## config.mk

```make
export PLATFORM = sky130hd
export DESIGN_NAME = multicycle_control_fsm
export DESIGN_NICKNAME = d
export VERILOG_FILES = /design/src/rtl/multicycle_control_fsm.sv
export SDC_FILE = /design/constraint.sdc
export NUM_CORES = 1
export LEC_CHECK = 0
export BUFFER_PORTS_ARGS = -buffer_cell sky130_fd_sc_hd__buf_2
export CAP_MARGIN = 20
export CORE_MARGIN = 2
export CORE_UTILIZATION = 54
export DETAILED_ROUTE_END_ITERATION = 16
export PLACE_DENSITY = 0.82
export SYNTH_ARGS = -nofsm -noshare
export SYNTH_HDL_FRONTEND = slang
export SYNTH_SLANG_ARGS = --single-unit
```

## constraint.sdc

```tcl
create_clock -name clk -period 3.1 [get_ports clk]
set_input_delay 0.31 -clock clk [delete_from_list [all_inputs] [get_ports clk]]
set_output_delay 0.31 -clock clk [all_outputs]
set_load 0.02 [all_outputs]
```

## src/rtl/multicycle_control_fsm.sv

```systemverilog
// multicycle_control_fsm: main control FSM of the multi-cycle RV32I core
// Sequences fetch/decode/execute/memory/writeback and counts fetched instructions.
// Ports:
//   clk, reset (async, active-high)
//   op, funct3, zero    : instruction opcode, branch sense, ALU zero flag
//   PCwrite, AdrSrc, MemWrite, IRWrite, RegWrite,
//   ResultSrc, ALUSrcA, ALUSrcB, ALUOp : datapath controls
//   state               : current state (debug)
//   instret             : instructions fetched since reset (wraps)
module multicycle_control_fsm #(
  parameter int STATE_W = 4,
  parameter int CNT_W   = 32
) (
  input  logic               clk,
  input  logic               reset,
  input  logic [6:0]         op,
  input  logic [2:0]         funct3,
  input  logic               zero,
  output logic               PCwrite,
  output logic               AdrSrc,
  output logic               MemWrite,
  output logic               IRWrite,
  output logic               RegWrite,
  output logic [1:0]         ResultSrc,
  output logic [1:0]         ALUSrcA,
  output logic [1:0]         ALUSrcB,
  output logic [1:0]         ALUOp,
  output logic [STATE_W-1:0] state,
  output logic [CNT_W-1:0]   instret
);
  typedef enum logic [STATE_W-1:0] {
    FETCH    = 0,
    DECODE   = 1,
    MEMADR   = 2,
    MEMREAD  = 3,
    MEMWB    = 4,
    MEMWRITE = 5,
    EXECUTER = 6,
    EXECUTEI = 7,
    ALUWB    = 8,
    JAL      = 9,
    BEQ      = 10
  } state_t;
  state_t cur, nxt;
  logic pc_update, branch;
  assign state = cur;
  always_ff @(posedge clk or posedge reset)
    if (reset) begin
      cur     <= FETCH;
      instret <= '0;
    end else begin
      cur <= nxt;
      if (cur == FETCH) instret <= instret + CNT_W'(1);
    end
  always_comb begin
    nxt       = FETCH;
    pc_update = 1'b0;
    branch    = 1'b0;
    AdrSrc    = 1'b0;
    MemWrite  = 1'b0;
    IRWrite   = 1'b0;
    RegWrite  = 1'b0;
    ResultSrc = 2'b00;
    ALUSrcA   = 2'b00;
    ALUSrcB   = 2'b00;
    ALUOp     = 2'b00;
    case (cur)
      FETCH: begin
        IRWrite   = 1'b1;
        ALUSrcB   = 2'b10;
        ResultSrc = 2'b10;
        pc_update = 1'b1;
        nxt       = DECODE;
      end
      DECODE: begin
        ALUSrcA = 2'b01;
        ALUSrcB = 2'b01;
        nxt = (op == 7'b0000011 || op == 7'b0100011) ? MEMADR :
              (op == 7'b0110011) ? EXECUTER :
              (op == 7'b0010011) ? EXECUTEI :
              (op == 7'b1101111) ? JAL :
              (op == 7'b1100011) ? BEQ : FETCH;
      end
      MEMADR: begin
        ALUSrcA = 2'b10;
        ALUSrcB = 2'b01;
        nxt     = (op == 7'b0000011) ? MEMREAD : MEMWRITE;
      end
      MEMREAD: begin
        AdrSrc = 1'b1;
        nxt    = MEMWB;
      end
      MEMWB: begin
        ResultSrc = 2'b01;
        RegWrite  = 1'b1;
      end
      MEMWRITE: begin
        AdrSrc   = 1'b1;
        MemWrite = 1'b1;
      end
      EXECUTER: begin
        ALUSrcA = 2'b10;
        ALUOp   = 2'b10;
        nxt     = ALUWB;
      end
      EXECUTEI: begin
        ALUSrcA = 2'b10;
        ALUSrcB = 2'b01;
        ALUOp   = 2'b10;
        nxt     = ALUWB;
      end
      ALUWB: RegWrite = 1'b1;
      JAL: begin
        ALUSrcA   = 2'b01;
        ALUSrcB   = 2'b10;
        pc_update = 1'b1;
        nxt       = ALUWB;
      end
      BEQ: begin
        ALUSrcA = 2'b10;
        ALUOp   = 2'b01;
        branch  = 1'b1;
      end
      default: ;
    endcase
    // funct3[0] inverts the sense so one state serves both beq and bne
    PCwrite = pc_update | (branch & (zero ^ funct3[0]));
  end
endmodule

```

Word level (Yosys, flattened, before mapping)
Index checks and enable logic that the tools add are counted.
{ "word_totals": {"inputBits": 13, "regBits": 36} }
{ "classes": {"addsub": 1, "n_bitwise": 3, "n_mux": 17, "n_eq_ne": 16, "n_reduce_logical": 10} }
{ "ops": {"columns": ["op", "n"], "rows": [
  ["adder 32 x 1 -> 32 bit (second input constant)", 1],
  ["2-to-1 mux 4 bit", 5],
  ["case mux 4 bit (5 select lines)", 1],
  ["equality test 4 x 3 -> 1 bit (second input constant)", 4],
  ["case mux 2 bit (2 select lines)", 4],
  ["equality test 7 x 6 -> 1 bit (second input constant)", 2],
  ["equality test 7 bit (second input constant)", 2],
  ["equality test 4 bit (second input constant)", 3],
  ["OR reduction 2 bit", 5],
  ["equality test 4 x 2 -> 1 bit (second input constant)", 2],
  ["equality test 7 x 2 -> 1 bit (second input constant)", 1],
  ["equality test 7 x 5 -> 1 bit (second input constant)", 1],
  ["2-to-1 mux 1 bit", 6],
  ["OR reduction 3 bit", 2],
  ["equality test 4 x 1 -> 1 bit (second input constant)", 1],
  ["zero test 4 bit", 1],
  ["OR reduction 4 bit", 1],
  ["2-to-1 mux 3 bit", 1],
  ["AND 1 bit", 1],
  ["logical OR 1 bit", 1],
  ["bitwise OR 1 bit", 1],
  ["bitwise XOR 1 bit", 1]
]} }

Longest topological paths before layout
{ "depth": {"word_depth": 7, "ltp_mapped": 6} }

Worst setup path after synthesis
OpenSTA, ideal clock, no wires.
{ "synth_path": {"path_kind": "register to output", "from": "register cur[3], in the netlist state[3]", "to": "output PCwrite", "required_time_ns": 2.790, "n_path_buf": 1, "stages_incl_launch_ff": 4, "arrival_ns": 1.924, "setup_slack_ns": 0.866, "cell_sequence": "dfrtp_1 -> clkbuf_1 -> nor4bb_1 -> a21o_1"} }
{ "synth_via": {"elab_chain_len": 4, "word_cells_on_any_way": 8, "classes_between": "2 x eq/ne; 2 x mux; 2 x bitwise; 2 x reduce/logical"} }
{ "synth_lines": {"columns": ["item", "line_no", "text"], "rows": [
  ["start, declared", "44", "state_t cur, nxt;"],
  ["start signal, assigned", "52", "cur <= nxt;"],
  ["equality test 4 bit / zero test 4 bit (equally long branches)", "67", "case (cur)"],
  ["OR reduction 2 bit (no line) / 2-to-1 mux 1 bit (equally long branches)", null, null],
  ["2-to-1 mux 1 bit / AND 1 bit (equally long branches)", "67, 127", null],
  ["bitwise OR 1 bit (*)", "127", "PCwrite = pc_update | (branch & (zero ^ funct3[0]));"],
  ["end, declared", "19", "output logic PCwrite,"]
]} }
Every way passes the cells marked *; elsewhere a longest branch is shown, timed or not.

Worst setup path in the final report
{ "layout_path": {"from": "register cur[0], in the netlist state[0]", "to": "register instret[24]"} }
{ "layout_via": {"elab_chain_len": 1} }
{ "layout_lines": {"columns": ["item", "line_no", "text"], "rows": [
  ["zero test 4 bit", "53", "if (cur == FETCH) instret <= instret + CNT_W'(1);"],
  ["end signal, assigned", "53", null],
  ["end, declared", "29", "output logic [CNT_W-1:0] instret"]
]} }
Every way passes these cells.
A chain may end at the register's enable or synchronous reset.

==> results.yml <==
outcome:
  status: "finished, final reports clean"
synthesis:
  synth_edf_count: 0
  synthArstFlopShare: 1.000
  synth_seq_cells: 36
  syn_inst: 182
  ys.warnings.count: 0
  synth_top_area_cell: "dfrtp_1"
  yosys-top-cells-count: "dfrtp_1, xnor2_1, nand4_1"
  syn-mean-instance-area_um2: 10.44
  syn_nets: 196
  syn-cell-area_um2: 1901
  seq_area_frac_synth: 0.4740
  synth-main-ff-cell: "dfrtp_1"
  synth.top_cell.area_share: 0.4740
  ys_types: 34
  netlist_top_cells_area: "dfrtp_1, xnor2_1, nand4_1, and4_1, nand2_1"
  synth_most_common_cell: "dfrtp_1"
global_route:
  grt_max_degree: 21
  grt-ovfl-total: 0
  antenna_found_initial: 0
  grt_use_total: 0.2057
  grt_first_pass_wirelength_um: 6465
  grt_pass1_vias: 1452
  grt_use_met2: 0.3342
  use_met3: 0.05893
  busiest_layer: "met2"
  use_met1: 0.2588
placement:
  dp_hpwl_um: 2731
  port_buffers: 59
  dpl.cell_count: 279
  gp_congestion: 0.7566
sta:
  fin_worst_skew_ns: 0.01205
  setup_viol: 0
  rsz0062_at_grt: "no"
  fin_crit_ns: 2.373
  finalCritPeriodShare: 0.7654
  slew_headroom: 0.5602
  whs_ns: 0.02839
  worstMarginPinSlew_ns: 0.6547
  hold_viol_final: 0
  max_freq_ghz: 0.4215
  fin_tns_setup_ns: 0
  drv_slew: 0
critical_path:
  cpPeakStageDelay_ns: 0.67
  critPathKind: "flip-flop to flip-flop"
  worstSetupStartpointType: "flip-flop"
  crit_family: "simple AND/OR/NAND/NOR gates"
  end_kind: "flip-flop"
  crit_required_ns: 3.34
  crit_chain: "or4_4 -> nor4_4 -> nand4_1 -> xnor2_1"
  cp.arrival_ns: 2.61
  reg2reg_from: "state[0]"
  path_buf_inv: 0
  cp_max_fo: 13
  slowest_stage: "or4_4"
  cp-startpoint: "state[0]"
detailed_routing:
  firstDrtPassIters: 4
  avgViaCountPerCell: 5.557
  ant_nets: 0
  dr_total_vias: 1595
  drt-wirelength-per-cell_um: 13.42
  drc_errors: 0
  drt-initial-drc-count: 57
  finalWirelength_um: 3852
pwr:
  p_per_area_nw_per_um2: 572.4
  ir_drop_uv: 420.0
  power.total_mw: 1.298
  p_leak_nw: 1.158
die:
  start_util: 0.5651
  die_y_um: 63.33
  die_w_um: 63.33
  pin_count: 62
  rows: 21
  dieArea_um2: 4010
  core-area_um2: 3363
cells_and_area:
  final_util: 0.6741
  area_delta_synth_final_pct: 19.29
  antenna_cells: 0
  layout-drive-gt1-share: 0.2946
  layout.nets: 254
  fin_cells: 287
  fillCellCount: 292
clocking:
  clkLatencyLatePin_ns: 0.34
  htreeDepth: 2
  cts_buffer_depth: 2
  cts.sinks: 36
  cts_tree: "done"
  cts-root-buf: "clkbuf_4"
  numCtsBuffers: 5
  post_cts_resized: 0
  ctsHoldBuffers: 0
  post_cts_buffers: 0
  cts.clk_slew.worst_paths_ns: 0.11
worst_hold_path:
  hold_path_class: "input pin to asynchronous set/reset pin"
flow_run:
  maxCapViolations: 0
layout by cell type, fill, tap and decap left out, drive strengths merged, types with 4 or more instances in the layout:
master	instances
buf	62
dfrtp	36
xnor2	31
nand4	15
nand2	14
nand3	9
nor3	8
clkbuf	8
and4	7
nor2	6
inv	5
xor2	5
and3	5
and2	4
nor4	4
cell type report:
type,count,area [µm²],area share
inverters,5,18.77,0.008278
clock buffers,8,58.81,0.02594
multi-input cells,130,913.4,0.4029
repair buffers,62,317.8,0.1402
well taps,46,57.56,0.02539
flip-flops and latches,36,900.9,0.3974
per-stage QoR:
step                area (µm²)  setup WS, ns
floorplan                 1901        0.8660
detailed placement        2208        0.7301
global route              2267        0.5714
global placement          2208        0.7491
CTS                       2267        0.7116
finish                    2267        0.7274
power breakdown:
group / switching [mW] / total, mW / internal (mW)
sequential: 0.0783 / 0.596 / 0.517
combinational: 0.283 / 0.445 / 0.162
clock: 0.146 / 0.258 / 0.112
total: 0.507 / 1.30 / 0.791
state kept, by name, summed over array words and instances (netlist names):
register,flops
instret,32
state,4
cell families after synthesis:
kind of cell / share of synthesized area
AND/OR/NAND/NOR: 0.2673
XOR/XNOR: 0.1659
flip-flops: 0.4740
buffers and inverters: 0.04542
AO/OA/AOI/OAI: 0.04081
adder cells (fa/ha/maj): 0.006582
worst register-to-register path, stage by stage (launching register included):
cell and delay [ns]:
dfrtp_1 0.54, or4_4 0.67, nor4_4 0.66, nand4_1 0.23, xnor2_1 0.18
routing by layer:
layer / up-vias / part of all wire
li1: 758 / -
met5: - / 0
met2: 51 / 0.48
met3: 6 / 0.055
met4: 0 / 0.019
met1: 780 / 0.44
worst paths after layout:
kind | to | cells after the start | slack (ns)
max | instret[24] | 4 | 0.73
min | instret[15] | 2 | 0.03
max reg2reg | instret[24] | 4 | 0.73
min reg2reg | instret[31] | 1 | 0.47
max in group asynchronous | instret[17] | 3 | 2.36
min in group clk | state[2] | 3 | 0.31
Power figures use the tool's default switching activity.
